## config.mk

```make
export PLATFORM = sky130hd
export DESIGN_NAME = riscv_scoreboard
export DESIGN_NICKNAME = d
export VERILOG_FILES = /design/src/rtl/riscv_scoreboard.sv
export SDC_FILE = /design/constraint.sdc
export NUM_CORES = 1
export LEC_CHECK = 0
export ABC_AREA = 1
export CORE_ASPECT_RATIO = 0.5
export CORE_MARGIN = 5
export CORE_UTILIZATION = 50
export DETAILED_ROUTE_END_ITERATION = 16
export DONT_BUFFER_PORTS = 1
export MAX_ROUTING_LAYER = met4
export PLACE_DENSITY_LB_ADDON = 0.25
export SETUP_SLACK_MARGIN = 0.05
export SYNTH_ARGS = -nofsm -noshare
export SYNTH_HDL_FRONTEND = slang
export SYNTH_SLANG_ARGS = --single-unit
```

## constraint.sdc

```tcl
create_clock -name clk -period 11.01 [get_ports clk]
set_clock_uncertainty 0.1 [all_clocks]
set_input_delay 0.5505 -clock clk [delete_from_list [all_inputs] [get_ports clk]]
set_output_delay 0.5505 -clock clk [all_outputs]
set_load 0.01 [all_outputs]
```

## src/rtl/riscv_scoreboard.sv

```systemverilog
// Issue-side hazard scoreboard for the dual-issue in-order pipe: per-GPR pending-write
// counters, slot0/slot1 issue decision, and two writeback retire ports.
module riscv_scoreboard #(
   parameter int CNT_W = 2,
   parameter int PERF  = 1
) (
   input  logic        clk,
   input  logic        srst_n,
   input  logic        id_valid0,
   input  logic        id_valid1,
   input  logic [4:0]  id_rs1_0,
   input  logic [4:0]  id_rs1_1,
   input  logic [4:0]  id_rs2_0,
   input  logic [4:0]  id_rs2_1,
   input  logic [4:0]  id_rd_0,
   input  logic [4:0]  id_rd_1,
   input  logic        id_wen_0,
   input  logic        id_wen_1,
   input  logic        ex_ready,
   input  logic        flush,
   input  logic        wb_wen0,
   input  logic        wb_wen1,
   input  logic [4:0]  wb_waddr0,
   input  logic [4:0]  wb_waddr1,
   output logic        issue0,
   output logic        issue1,
   output logic [31:0] busy_vec,
   output logic [31:0] stall_cycles
);

   localparam logic [CNT_W-1:0] CNT_MAX = '1;

   logic [CNT_W-1:0] cnt     [32];
   logic [CNT_W-1:0] cnt_nxt [32];
   logic [31:0]      underflow;

   logic haz_rs1_0, haz_rs2_0, haz_rs1_1, haz_rs2_1;
   logic full_rd_0, full_rd_1, raw_pair, waw_pair;
   logic issue0_c, issue1_c;

   // Hazards look only at registered counts: a register retiring this cycle still blocks.
   always_comb begin
      haz_rs1_0 = (id_rs1_0 != '0) && (cnt[id_rs1_0] != '0);
      haz_rs2_0 = (id_rs2_0 != '0) && (cnt[id_rs2_0] != '0);
      haz_rs1_1 = (id_rs1_1 != '0) && (cnt[id_rs1_1] != '0);
      haz_rs2_1 = (id_rs2_1 != '0) && (cnt[id_rs2_1] != '0);
      full_rd_0 = id_wen_0 && (id_rd_0 != '0) && (cnt[id_rd_0] == CNT_MAX);
      full_rd_1 = id_wen_1 && (id_rd_1 != '0) && (cnt[id_rd_1] == CNT_MAX);
      raw_pair  = id_wen_0 && (id_rd_0 != '0) &&
                  ((id_rs1_1 == id_rd_0) || (id_rs2_1 == id_rd_0));
      waw_pair  = id_wen_0 && id_wen_1 && (id_rd_0 != '0) && (id_rd_1 == id_rd_0);

      issue0_c  = srst_n && id_valid0 && ex_ready && !flush &&
                  !haz_rs1_0 && !haz_rs2_0 && !full_rd_0;
      issue1_c  = issue0_c && id_valid1 && !haz_rs1_1 && !haz_rs2_1 &&
                  !full_rd_1 && !raw_pair && !waw_pair;
   end

   assign issue0 = issue0_c;
   assign issue1 = issue1_c;

   logic [1:0]       inc_v;
   logic [1:0]       dec_v;
   logic [CNT_W+1:0] sum_v;

   always_comb begin
      inc_v      = '0;
      dec_v      = '0;
      sum_v      = '0;
      underflow  = '0;
      cnt_nxt[0] = '0;
      for (int unsigned r = 1; r < 32; r++) begin
         inc_v = {1'b0, issue0_c && id_wen_0 && (id_rd_0 == r[4:0])} +
                 {1'b0, issue1_c && id_wen_1 && (id_rd_1 == r[4:0])};
         dec_v = {1'b0, wb_wen0 && (wb_waddr0 == r[4:0])} +
                 {1'b0, wb_wen1 && (wb_waddr1 == r[4:0])};
         sum_v = {2'b00, cnt[r[4:0]]} + {{CNT_W{1'b0}}, inc_v};
         if (flush) begin
            cnt_nxt[r[4:0]] = '0;
         end else if ({{CNT_W{1'b0}}, dec_v} > sum_v) begin
            cnt_nxt[r[4:0]] = '0;
            underflow[r]    = 1'b1;
         end else begin
            cnt_nxt[r[4:0]] = CNT_W'(sum_v - {{CNT_W{1'b0}}, dec_v});
         end
      end
   end

   always_ff @(posedge clk or negedge srst_n) begin
      if (!srst_n) begin
         for (int unsigned r = 0; r < 32; r++) cnt[r[4:0]] <= '0;
         busy_vec <= '0;
      end else begin
         for (int unsigned r = 0; r < 32; r++) begin
            cnt[r[4:0]]      <= cnt_nxt[r[4:0]];
            busy_vec[r[4:0]] <= (cnt_nxt[r[4:0]] != '0);
         end
      end
   end

   generate
      if (PERF != 0) begin : g_perf
         always_ff @(posedge clk or negedge srst_n) begin
            if (!srst_n)
               stall_cycles <= '0;
            else if (id_valid0 && ex_ready && !issue0_c)
               stall_cycles <= stall_cycles + 32'd1;
         end
      end else begin : g_no_perf
         assign stall_cycles = '0;
      end
   endgenerate

   a_no_underflow : assert property (@(posedge clk) disable iff (!srst_n) underflow == '0)
      else $error("riscv_scoreboard: writeback retired more than pending, regs=%h", underflow);

endmodule
```

# Yosys cells after proc, flatten, opt, wreduce, memory -nomap -nowiden
# Index checks and enable logic that the tools add are counted.
[classes]
add_sub_neg = 125
bitwise_logic = 6
shifts = 0
magnitude_cmp = 37
n_reduce_logical = 204
mux = 80
div_mod_pow = 0
eq_ne = 129
mul = 0
[op_table]
columns = ["op", "n"]
rows = [
  ["$eq A5 B5 Y1 const B", 64],
  ["$eq A5 B4 Y1 const B", 32],
  ["$logic_and A1 B1 Y1", 152],
  ["$mux W2", 74],
  ["$add A1 B1 Y2", 62],
  ["$add A2 B2 Y3", 31],
  ["$gt A2 B3 Y1", 31],
  ["$eq A5 B3 Y1 const B", 16],
  ["$reduce_bool A2 Y1", 35],
  ["$sub A2 B2 Y2", 31],
  ["$bmux W2 S5", 6],
  ["$eq A5 B2 Y1 const B", 8],
  ["$ge A6 B6 Y1 const B", 6],
  ["$not A5 Y6", 6],
  ["$add A32 B1 Y32 const B", 1],
  ["$reduce_bool A5 Y1", 6],
  ["$eq A5 B1 Y1 const B", 4],
  ["$eq A5 B5 Y1", 3],
  ["$logic_not A1 Y1", 10],
  ["$eq A2 B2 Y1 const B", 2],
  ["$logic_or A1 B1 Y1", 1],
]
[word_totals]
ramBits = 0
latch_bits = 0
input_bits = 50
register_bits = 125
rom_bits = 0
memories = 0

# Depth between registers and ports, before layout
# Gate-level depths: netlist of run 1.
[logic_depth]
ltp_word = 24
depth_mapped = 28
ltp_nobuf = 26

# Worst setup path before layout of run 1
# OpenSTA, ideal clock, no wires.
[synth_path]
kind = "input-to-reg"
start = "input port id_rs1_0[1]"
end = "register busy_vec[10]"
setup_ns = 0.127
arrival_time_ns = 3.693
setup_slack_ns = 7.089
cell_stages = 27
n_path_buf = 2
path_cell_list = "buf_4 nor2_1 nand2_1 nand2_1 nor2_1 nand2_1 nand3_1 nand3_1 nand2_1 nand2_1 nor2_4 nand2_8 nor2_2 nand2_1 buf_2 nor2_1 fa_1 ha_1 inv_1 ha_1 inv_1 nor2_1 nor2_1 nor2_1 a221o_1 inv_1 or2_2"
[synth_rtl]
columns = ["item", "line_no", "text"]
rows = [
  ["start: declaration", "11", "input logic [4:0] id_rs1_0,"],
  ["end signal: indexed assignment", "96", "busy_vec[r[4:0]] <= (cnt_nxt[r[4:0]] != '0);"],
  ["end: declaration", "27", "output logic [31:0] busy_vec,"],
]

==> summary.txt, run 1 <==
Clock network
  – Clock Path Buffers: 2
  – H-tree Lvls: 4
  – Clock tree root buffer cell: clkbuf_16
  – Cts bufs inserted: 17
  – Later-pin clock latency in the skew report: 0.45 ns
  – Cells resized by post-CTS repair: 0
  – CTS tree: yes
  – Hold_buf cts: 1
  – Num Clock Sinks: 125
  – Clock-pin slew on the worst setup and hold paths: 0.06 ns
  – Post-CTS setup buffers: 0

Power and ir drop
  – VDD IR max: 0.000112 V
  – PwrDens: 95.6 nW/um2
  – Leak: 7.65 nW

Synthesis
  – Register bit total from synthesis: 125
  – Synth Area per Inst: 6.65 um2
  – Ys Warns: 0
  – Synth top area share: 0.241
  – Post-synth EDFFs: 0
  – Area leader, netlist: dfrtp_1
  – Mapped cell area: 13000 um2
  – Yosys cell types: 37
  – Synth area leaders: dfrtp_1 24%, nand2_1 16%, ha_1 15%, nor2_1 9.0%, inv_1 7.7%
  – Syn Inst Count: 1950
  – Top FF cell, synth: dfrtp_1
  – Ys async rst share: 1.00
  – Sequential share of the synthesized area: 0.241
  – Synthesized net count: 2187

Run
  – Max-cap viol count: 0

Placement
  – DP Worst Slack: 6.31 ns
  – PortBufs: 0
  – GP Congestion: 1.06
  – Placement Cell Area: 13100 um2
  – HPWL after DPL: 32.0 mm
  – DP Cell Count: 2238

Drt
  – DRC: 0
  – DRT antenna net count: 0
  – Drt pass-1 iters: 6
  – Drt via density: 5.51
  – Initial drt markers: 1360
  – Post-Route WL: 41.7 mm
  – Overall via count from detail_route: 12525
  – Avg WL per Cell: 18.3 um

Die
  – Io pins: 116
  – DIE AREA: 29400 um2
  – DIE WIDTH: 238 um
  – Die H: 124 um
  – FP Rows: 41
  – Core Footprint: 25300 um2
  – Starting density of the core: 0.511

Worst hold path
  – Hold Path Depth: 1
  – Worst hold path startpoint: flush
  – Hold path endpoint: cnt[60]$_DFF_PN0_
  – Tightest Hold Check Type: input pin to flop

Global routing
  – Largest net degree at the start of global routing: 126
  – Initial antenna violation count: 1
  – First-pass GRT wire length: 64.6 mm
  – Vias in the first global route: 11741
  – Grt total ovfl: 0
  – Gr usage total: 0.293

Critical path
  – WS Path Type: flop to flop
  – Crit path from: cnt[45]$_DFF_PN0_
  – RR Endpoint: busy_vec[11]$_DFF_PN0_
  – Worst Reg-to-Reg Cells: 24
  – WP data required: 11.24 ns
  – Reg-to-reg slack, setup: 6.33 ns
  – Startpoint Class: flop
  – Worst EP arrival: 4.91 ns
  – Crit end category: flop
  – CP Max Fanout: 27
  – Reg2Reg Launch Point: cnt[45]$_DFF_PN0_

Timing
  – Relative slew slack: 0.187
  – Worst slew pin tran: 1.22 ns
  – Max-slew violation count: 0
  – Tcrit/Tclk final: 0.425
  – Final-report setup violation count: 0
  – Hold Vio Cnt, Final: 0
  – Sum of negative setup slack: 0 ns
  – Setup repair after global routing missed its margin: false
  – Final WS setup: 6.33 ns
  – Peak Freq: 0.213 GHz
  – Final Critical Period: 4.68 ns

Layout
  – Ant diodes: 0
  – Final nets: 2152
  – Layout fillers: 2551
  – Finished layout cell area: 13800 um2
  – Non-Filler Instances: 2272
  – P&R area growth vs syn: 6.28%
  – Share of cells above drive strength 1: 0.0472
  – Multi-input combinational cell area: 8470 um2
  – Sequential standard cell area: 3130 um2
  – Most common cell after layout, fill and taps aside: nand2_1
  – Commonest non-fill, non-tap cells in the layout: 555 x nand2_1, 310 x nor2_1, 265 x inv_1

Run status
  – Status: completed
critical path: stages (launching register included):
cell and delay, ns:
dfrtp_1 0.45, nor2_1 0.49, nor2_1 0.12, nor2_1 0.10, nand3_1 0.08, nand3_1 0.08
nand3_1 0.08, nand2_1 0.10, nand2_1 0.09, nor2_4 0.15, nand2_8 0.18, nor2_2 0.18
nand2_1 0.46, nor2_1 0.34, fa_1 0.23, ha_1 0.12, inv_1 0.04, ha_1 0.28
inv_1 0.07, nor2_1 0.09, nor2_1 0.05, nor2_1 0.16, a221o_1 0.20, inv_1 0.06
or2_2 0.26
Yosys cell counts (6+ instances only):
master / n
inv_2: 12
xor2_1: 22
fa_1: 31
buf_2: 26
nor2_1: 310
clkbuf_1: 18
xnor2_1: 14
nor3_1: 52
ha_1: 156
nand4_1: 6
dfrtp_1: 125
buf_4: 9
o21ai_0: 75
nor4_1: 6
o211ai_1: 8
a221o_1: 31
nand3_1: 127
o21ai_1: 18
inv_1: 265
nand2_1: 555
a21oi_1: 24
or2_2: 31
state kept, by name, indices dropped and copies added (netlist names):
signal	flops
stall_cycles	32
busy_vec	31
cnt	62
per-stage QoR:
step	power [mW]	utilization	hold slack [ns]
2_1_floorplan	0.649	-	0.155
3_3_place_gp	0.675	0.516	0.159
3_5_place_dp	0.676	0.516	0.159
4_1_cts	1.32	0.543	0.00161
5_1_grt	1.37	0.544	0.0742
6_report	1.32	0.544	0.0754
cells by family after synthesis:
kind of cell,share of synthesized area
other,0.000289
AND/OR/NAND/NOR,0.354
AO/OA/AOI/OAI,0.0766
flip-flops,0.241
buffers and inverters,0.105
adder cells (fa/ha/maj),0.198
XOR/XNOR,0.0243
worst max path at each step:
stage | endpoint | slack [ns]
final | busy_vec[11]$_DFF_PN0_ | 6.33
after CTS | busy_vec[11]$_DFF_PN0_ | 6.48
after global routing | busy_vec[11]$_DFF_PN0_ | 6.04
after global placement | busy_vec[1]$_DFF_PN0_ | 6.38
after detailed placement | busy_vec[7]$_DFF_PN0_ | 6.31
after floorplan | busy_vec[10]$_DFF_PN0_ | 7.09
metal layers:
layer | global-route usage | part of all wire | up-vias
met1 | 0.380 | 0.43 | 5717
met4 | 0.0947 | 0.024 | 0
met5 | - | 0 | -
li1 | - | - | 6072
met3 | 0.106 | 0.13 | 80
met2 | 0.429 | 0.42 | 656
cell type report:
class	instances	area share
clock buffer	21	0.0334
timing repair buffer	3	0.00327
sequential	125	0.227
clock inverter	11	0.0137
inverter	279	0.0762
tap	344	0.0312
multi-input combinational	1489	0.615
power by group:
group          switching (mW)  internal (mW)
clock                   0.222          0.412
combinational           0.116         0.0564
sequential             0.0328          0.477
total                   0.371          0.946
Note: power is estimated with default switching activity, not from simulation.
==> run 2: changes to the inputs <==
==> constraint.sdc (replaced) <==
create_clock -name clk -period 4.46 [get_ports clk]
set_clock_uncertainty 0.1 [all_clocks]
set_input_delay 0.223 -clock clk [delete_from_list [all_inputs] [get_ports clk]]
set_output_delay 0.223 -clock clk [all_outputs]
set_load 0.01 [all_outputs]
==> run 2 against run 1 <==
Net effect: first-iteration DRC count up 23%; cell count up 0.88%; worst setup slack worse by 6.0 ns; via count up 0.72%; clock power up 140%; power up 140%; hold slack worse by 0.060 ns; critical path depth down 3; cell area up 1.3%; critical path type unchanged; highest routed layer unchanged.
==> summary.txt, run 2 (synthesis results as in run 1) <==
Clock network
  – Later-pin clock latency in the skew report: 0.46 ns (was 0.45 ns)
  – Num Clock Sinks: 125 (unchanged)
  – H-tree Lvls: 4 (unchanged)
  – Cts bufs inserted: 17 (unchanged)
  – CTS tree: yes (unchanged)
  – Clock tree root buffer cell: clkbuf_16 (unchanged)
  – Post-CTS setup buffers: 0 (unchanged)
  – Clock-pin slew on the worst setup and hold paths: 0.06 ns (about the same)
  – Clock Path Buffers: 2 (unchanged)

Timing
  – Relative slew slack: 0.536 (was 0.187)
  – Setup repair after global routing missed its margin: false (unchanged)
  – Final Critical Period: 4.13 ns (was 4.68 ns)
  – Final-report setup violation count: 0 (unchanged)
  – Max-slew violation count: 0 (unchanged)
  – Peak Freq: 0.242 GHz (was 0.213 GHz)
  – Sum of negative setup slack: 0 ns (unchanged)
  – Hold Vio Cnt, Final: 0 (unchanged)
  – Tcrit/Tclk final: 0.926 (was 0.425)
  – Worst slew pin tran: 0.694 ns (was 1.22 ns)

Power and ir drop
  – VDD IR max: 0.000290 V (was 0.000112 V)
  – Leak: 7.79 nW (was 7.65 nW)
  – PwrDens: 230 nW/um2 (was 95.6 nW/um2)
  – Total Power: 3.22 mW (was 1.32 mW)

Run
  – Max-cap viol count: 0 (unchanged)

Drt
  – Drt via density: 5.50 (was 5.51)
  – Initial drt markers: 1666 (was 1360)
  – Post-Route WL: 42.0 mm (was 41.7 mm)
  – DRC: 0 (unchanged)
  – Overall via count from detail_route: 12615 (was 12525)
  – Avg WL per Cell: 18.3 um (about the same)
  – DRT antenna net count: 0 (unchanged)
  – Drt pass-1 iters: 6 (unchanged)

Die
  – Die H: 124 um (unchanged)
  – Core Footprint: 25300 um2 (unchanged)
  – DIE WIDTH: 238 um (unchanged)
  – FP Rows: 41 (unchanged)
  – DIE AREA: 29400 um2 (unchanged)
  – Io pins: 116 (unchanged)
  – Starting density of the core: 0.511 (unchanged)

Worst hold path
  – Tightest Hold Check Type: input pin to flop (unchanged)

Global routing
  – First-pass GRT wire length: 65.5 mm (was 64.6 mm)
  – Vias in the first global route: 11818 (was 11741)
  – Gr usage total: 0.297 (was 0.293)
  – Largest net degree at the start of global routing: 126 (unchanged)
  – Grt total ovfl: 0 (unchanged)
  – Initial antenna violation count: 1 (unchanged)

Layout
  – Max reg flops: 62 (unchanged)
  – Commonest non-fill, non-tap cells in the layout: 555 x nand2_1, 309 x nor2_1, 265 x inv_1 (was 555 x nand2_1, 310 x nor2_1, 265 x inv_1)
  – P&R area growth vs syn: 7.71% (was 6.28%)
  – Most common cell after layout, fill and taps aside: nand2_1 (unchanged)
  – Ant diodes: 0 (unchanged)
  – Final nets: 2175 (was 2152)
  – Share of cells above drive strength 1: 0.0585 (was 0.0472)

Critical path
  – Crit end category: flop (unchanged)
  – Worst EP arrival: 4.36 ns (was 4.91 ns)
  – CP Max Fanout: 16 (was 27)
  – Startpoint Class: flop (unchanged)
  – WS Path Type: flop to flop (unchanged)
  – WP data required: 4.69 ns (was 11.24 ns)

Placement
  – PortBufs: 0 (unchanged)
  – GP Congestion: 1.04 (was 1.06)
  – HPWL after DPL: 32.4 mm (was 32.0 mm)

Run status
  – Status: completed (unchanged)
## run 2: changes by cell type in the layout (fill, tap and decap cells not counted), sizes merged
cell / change
bufinv: -1
buf: +23
clkinv: -1
clkinvlp: -2
clkbuf: +1
## run 2: area by class of cell
type | count | area (um2)
Clock buffer | 22 | 494
Clock inverter | 7 | 135
Fill cell | 2507 | 11400
Inverter | 279 | 1050
Multi-Input combinational cell | 1489 | 8480
Sequential cell | 125 | 3130
Tap cell | 344 | 430
Timing Repair Buffer | 26 | 243
## run 2: path summary, 6_finish.rpt
| check | start | end | slack (ns) | cells after the start |
|---|---|---|---|---|
| worst min-delay path | flush | cnt[60]$_DFF_PN0_ | 0.02 | 2 |
| worst min register to register | stall_cycles[31]$_DFFE_PN0P_ | stall_cycles[31]$_DFFE_PN0P_ | 0.48 | 2 |
| max in group asynchronous | srst_n | busy_vec[29]$_DFF_PN0_ | 3.43 | 2 |
| worst max register to register | cnt[48]$_DFF_PN0_ | busy_vec[19]$_DFF_PN0_ | 0.33 | 21 |
| worst max-delay path | cnt[48]$_DFF_PN0_ | busy_vec[19]$_DFF_PN0_ | 0.33 | 21 |
| min in group asynchronous | srst_n | busy_vec[20]$_DFF_PN0_ | 0.30 | 2 |
## run 2: where the power goes
group	internal, mW	leakage (nW)	switching, mW
logic	0.147	5.75	0.297
registers	1.18	1.73	0.0776
clock network	0.995	0.314	0.523
total	2.32	7.79	0.898
## run 2: timing repair
item                                    in CTS  in global routing
hold endpoints to repair                   156                  0
endpoints found under the setup margin       0                  1
gates resized for setup                      0                  2
hold buffers                                 3                  0
## run 2: stage by stage
stage	cells	utilization	cell area [um2]	hold WS (ns)	setup WS [ns]
6_report	2292	0.551	14000	0.0152	0.329
5_1_grt	2292	0.551	14000	0.0283	0.0935
4_1_cts	2292	0.551	14000	0.00229	0.422
3_5_place_dp	2260	0.524	13300	-0.167	0.312
3_3_place_gp	2260	0.524	13300	-0.169	0.347
2_1_floorplan	1950	-	13000	-0.173	0.867
## run 2: worst max-delay path, cell delays in order, from the launching register on
cell and delay [ns]:
dfrtp_1 0.42, nor2_1 0.40, nand2_1 0.09, nand3_1 0.11
nand3_1 0.07, nand3_1 0.09, nand3b_1 0.08, nand2_1 0.08
inv_1 0.07, nor2_4 0.15, nand2_8 0.08, nor2_8 0.17
nand3_4 0.27, nor2_1 0.28, fa_1 0.50, ha_1 0.23
nor2_1 0.10, nor2_1 0.04, nor2_1 0.14, a221o_1 0.17
inv_1 0.05, or2_2 0.29
## run 2: layer usage
metal | vias to the layer above | part of all wire | track usage
met1 | 5739 | 0.43 | 0.398
met4 | 0 | 0.024 | 0.0890
met5 | - | 0 | -
met3 | 70 | 0.14 | 0.110
met2 | 699 | 0.40 | 0.421
li1 | 6107 | - | -
==> run 3: changes to the inputs <==
--- a/config.mk
+++ b/config.mk
@@ -12,7 +12,6 @@
 export DETAILED_ROUTE_END_ITERATION = 16
 export DONT_BUFFER_PORTS = 1
 export MAX_ROUTING_LAYER = met4
-export PLACE_DENSITY_LB_ADDON = 0.25
 export SETUP_SLACK_MARGIN = 0.05
 export SYNTH_ARGS = -nofsm -noshare
 export SYNTH_HDL_FRONTEND = slang
==> run 3 against run 2 <==
Net effect: sequential share of layout area down 0.062 points; via count is 3.7% higher; cell area up 0.28%; largest cell class unchanged; critical endpoint is now busy_vec[21]$_DFF_PN0_; die area unchanged; core utilization up 0.15 points.
==> summary.txt, run 3 (synthesis results as in run 1) <==
Die
  – FP Rows: 41 (unchanged)
  – Core Footprint: 25300 um2 (unchanged)
  – Die H: 124 um (unchanged)
  – DIE AREA: 29400 um2 (unchanged)
  – DIE WIDTH: 238 um (unchanged)
  – Starting density of the core: 0.511 (unchanged)
  – Io pins: 116 (unchanged)

Global routing
  – Vias in the first global route: 12507 (was 11818)
  – First-pass GRT wire length: 71.8 mm (was 65.5 mm)
  – Largest net degree at the start of global routing: 126 (unchanged)
  – Initial antenna violation count: 2 (was 1)
  – Grt total ovfl: 0 (unchanged)
  – Gr usage total: 0.332 (was 0.297)

Run
  – Max-cap viol count: 0 (unchanged)

Placement
  – GP Congestion: 0.981 (was 1.04)
  – PortBufs: 0 (unchanged)
  – DP Worst Slack: 0.154 ns (was 0.312 ns)
  – HPWL after DPL: 37.0 mm (was 32.4 mm)

Critical path
  – Crit path max-delay cell type: dfrtp_1 (was fa_1)
  – Most used cell, CP: nor2_1 (unchanged)
  – Reg-to-reg slack, setup: 0.30 ns (was 0.33 ns)
  – Crit end category: flop (unchanged)
  – RR Endpoint: busy_vec[21]$_DFF_PN0_ (was busy_vec[19]$_DFF_PN0_)
  – Reg2Reg Launch Point: cnt[24]$_DFF_PN0_ (was cnt[48]$_DFF_PN0_)
  – Startpoint Class: flop (unchanged)
  – Worst EP arrival: 4.40 ns (was 4.36 ns)
  – WS Path Type: flop to flop (unchanged)
  – WP data required: 4.70 ns (was 4.69 ns)
  – CP Max Fanout: 16 (unchanged)
  – Crit path cell chain: nor2_1 -> nand2_1 -> nand3_1 -> nand3_1 -> nand3_1 -> nand3_1 -> nand2_1 -> inv_1 -> nor2_4 -> nand2_8 -> nor2_8 -> nand3_4 -> buf_4 -> nor2_1 -> fa_1 -> ha_1 -> nor2_1 -> nor2_1 -> nor2_1 -> a221o_1 -> inv_1 -> or2_2 (was nor2_1 -> nand2_1 -> nand3_1 -> nand3_1 -> nand3_1 -> nand3b_1 -> nand2_1 -> inv_1 -> nor2_4 -> nand2_8 -> nor2_8 -> nand3_4 -> nor2_1 -> fa_1 -> ha_1 -> nor2_1 -> nor2_1 -> nor2_1 -> a221o_1 -> inv_1 -> or2_2)
  – Worst Reg-to-Reg Cells: 22 (was 21)
  – Worst path max stage delay: 0.48 ns (was 0.50 ns)

Layout
  – Final nets: 2181 (was 2175)
  – Max reg flops: 62 (unchanged)
  – Most common cell after layout, fill and taps aside: nand2_1 (unchanged)
  – Share of cells above drive strength 1: 0.0649 (was 0.0585)
  – Commonest non-fill, non-tap cells in the layout: 554 x nand2_1, 306 x nor2_1, 265 x inv_1 (was 555 x nand2_1, 309 x nor2_1, 265 x inv_1)
  – Layout fillers: 2501 (was 2507)
  – P&R area growth vs syn: 8.01% (was 7.71%)

Drt
  – M1 WL: 20.2 mm (was 18.1 mm)
  – Routed met2 length: 20.5 mm (was 17.0 mm)
  – Routed met3 length: 5.69 mm (was 5.93 mm)
  – DRT antenna net count: 0 (unchanged)
  – Initial drt markers: 1209 (was 1666)
  – DRC: 0 (unchanged)
  – Overall via count from detail_route: 13082 (was 12615)
  – Drt pass-1 iters: 5 (was 6)
  – Drt via density: 5.69 (was 5.50)
  – Post-Route WL: 47.6 mm (was 42.0 mm)
  – Highest metal used: met4 (unchanged)
  – Avg WL per Cell: 20.7 um (was 18.3 um)

Power and ir drop
  – Total Power: 3.17 mW (was 3.22 mW)
  – VDD IR max: 0.000287 V (was 0.000290 V)
  – PwrDens: 227 nW/um2 (was 230 nW/um2)
  – Leak: 7.80 nW (was 7.79 nW)

Clock network
  – Later-pin clock latency in the skew report: 0.45 ns (was 0.46 ns)
  – CTS tree: yes (unchanged)
  – Num Clock Sinks: 125 (unchanged)
  – H-tree Lvls: 4 (unchanged)
  – Clock Path Buffers: 2 (unchanged)
  – Clock-pin slew on the worst setup and hold paths: 0.07 ns (was 0.06 ns)
  – Clock tree root buffer cell: clkbuf_16 (unchanged)
  – Cts bufs inserted: 17 (unchanged)

Worst hold path
  – Hold Path Depth: 2 (unchanged)
  – Tightest Hold Check Type: input pin to flop (unchanged)
  – Hold path endpoint: cnt[56]$_DFF_PN0_ (was cnt[60]$_DFF_PN0_)
  – Worst hold path startpoint: flush (unchanged)

Timing
  – Max-slew violation count: 0 (unchanged)
  – Worst slew pin tran: 0.826 ns (was 0.694 ns)
  – Hold Vio Cnt, Final: 0 (unchanged)
  – Sum of negative setup slack: 0 ns (unchanged)
  – Final-report setup violation count: 0 (unchanged)
  – Final Critical Period: 4.16 ns (was 4.13 ns)
  – Final WS setup: 0.302 ns (was 0.329 ns)
  – Setup repair after global routing missed its margin: false (unchanged)
  – Relative slew slack: 0.449 (was 0.536)
  – Peak Freq: 0.240 GHz (was 0.242 GHz)
  – Tcrit/Tclk final: 0.932 (was 0.926)

Run status
  – Status: completed (unchanged)
run 3: cell count changes in the layout (fill, tap and decap cells not counted), moves of 3 or more:
cell      delta
inv_6        +7
buf_4        +5
clkbuf_8     -4
clkinv_2     -3
nor2_1       -3
nor2_2       +3
run 3: worst max-delay path by stage:
stage,from,endpoint,slack (ns),depth (start not counted)
after floorplan,id_rs1_0[1],busy_vec[13]$_DFF_PN0_,0.87,27
after global placement,cnt[44]$_DFF_PN0_,busy_vec[17]$_DFF_PN0_,0.17,23
after detailed placement,cnt[44]$_DFF_PN0_,busy_vec[17]$_DFF_PN0_,0.15,23
after CTS,cnt[44]$_DFF_PN0_,busy_vec[17]$_DFF_PN0_,0.10,23
after global routing,cnt[26]$_DFF_PN0_,busy_vec[4]$_DFF_PN0_,0.01,24
final,cnt[24]$_DFF_PN0_,busy_vec[21]$_DFF_PN0_,0.30,22
run 3: final cells by class:
type,instances,area [um2],area share
clock inverter,13,154,0.0110
antenna,1,2.50,0.000179
clock buffer,18,439,0.0314
multi-input combinational,1489,8500,0.607
sequential,125,3130,0.223
tap,344,430,0.0307
timing repair buffer,32,300,0.0214
inverter,279,1050,0.0750
run 3: timing repair:
item                       4_1_cts  5_1_grt
hold endpoints to repair       156        0
hold buffers                     3        0
gates resized for setup          0        7
setup endpoints to repair        0       14
buffers inserted                 0        1
run 3: stage by stage:
stage / cell area, um2 / util / cells / hold slack, ns
after CTS: 14000 / 0.551 / 2299 / 0.00427
after floorplan: 13000 / - / 1950 / -0.173
final: 14000 / 0.552 / 2301 / 0.0318
after global placement: 13300 / 0.525 / 2265 / -0.169
after detailed placement: 13300 / 0.525 / 2265 / -0.169
after global routing: 14000 / 0.552 / 2301 / 0.0244
run 3: per-layer routing:
metal,track usage,up-vias
li1,-,6135
met4,0.104,0
met5,-,-
met1,0.428,6233
met2,0.501,637
met3,0.110,77
run 3: worst max-delay path, delay by kind of cell (launching register included):
kind                     cells  cell delay (ns)
buffers and inverters        3             0.35
adder cells (fa/ha/maj)      2             0.71
AO/OA/AOI/OAI                1             0.16
flip-flops                   1             0.48
AND/OR/NAND/NOR             16             2.23
run 3: power breakdown:
group	leakage (nW)	switching [mW]	internal, mW
Combinational	5.79	0.313	0.149
Sequential	1.73	0.0782	1.18
Clock	0.285	0.608	0.847
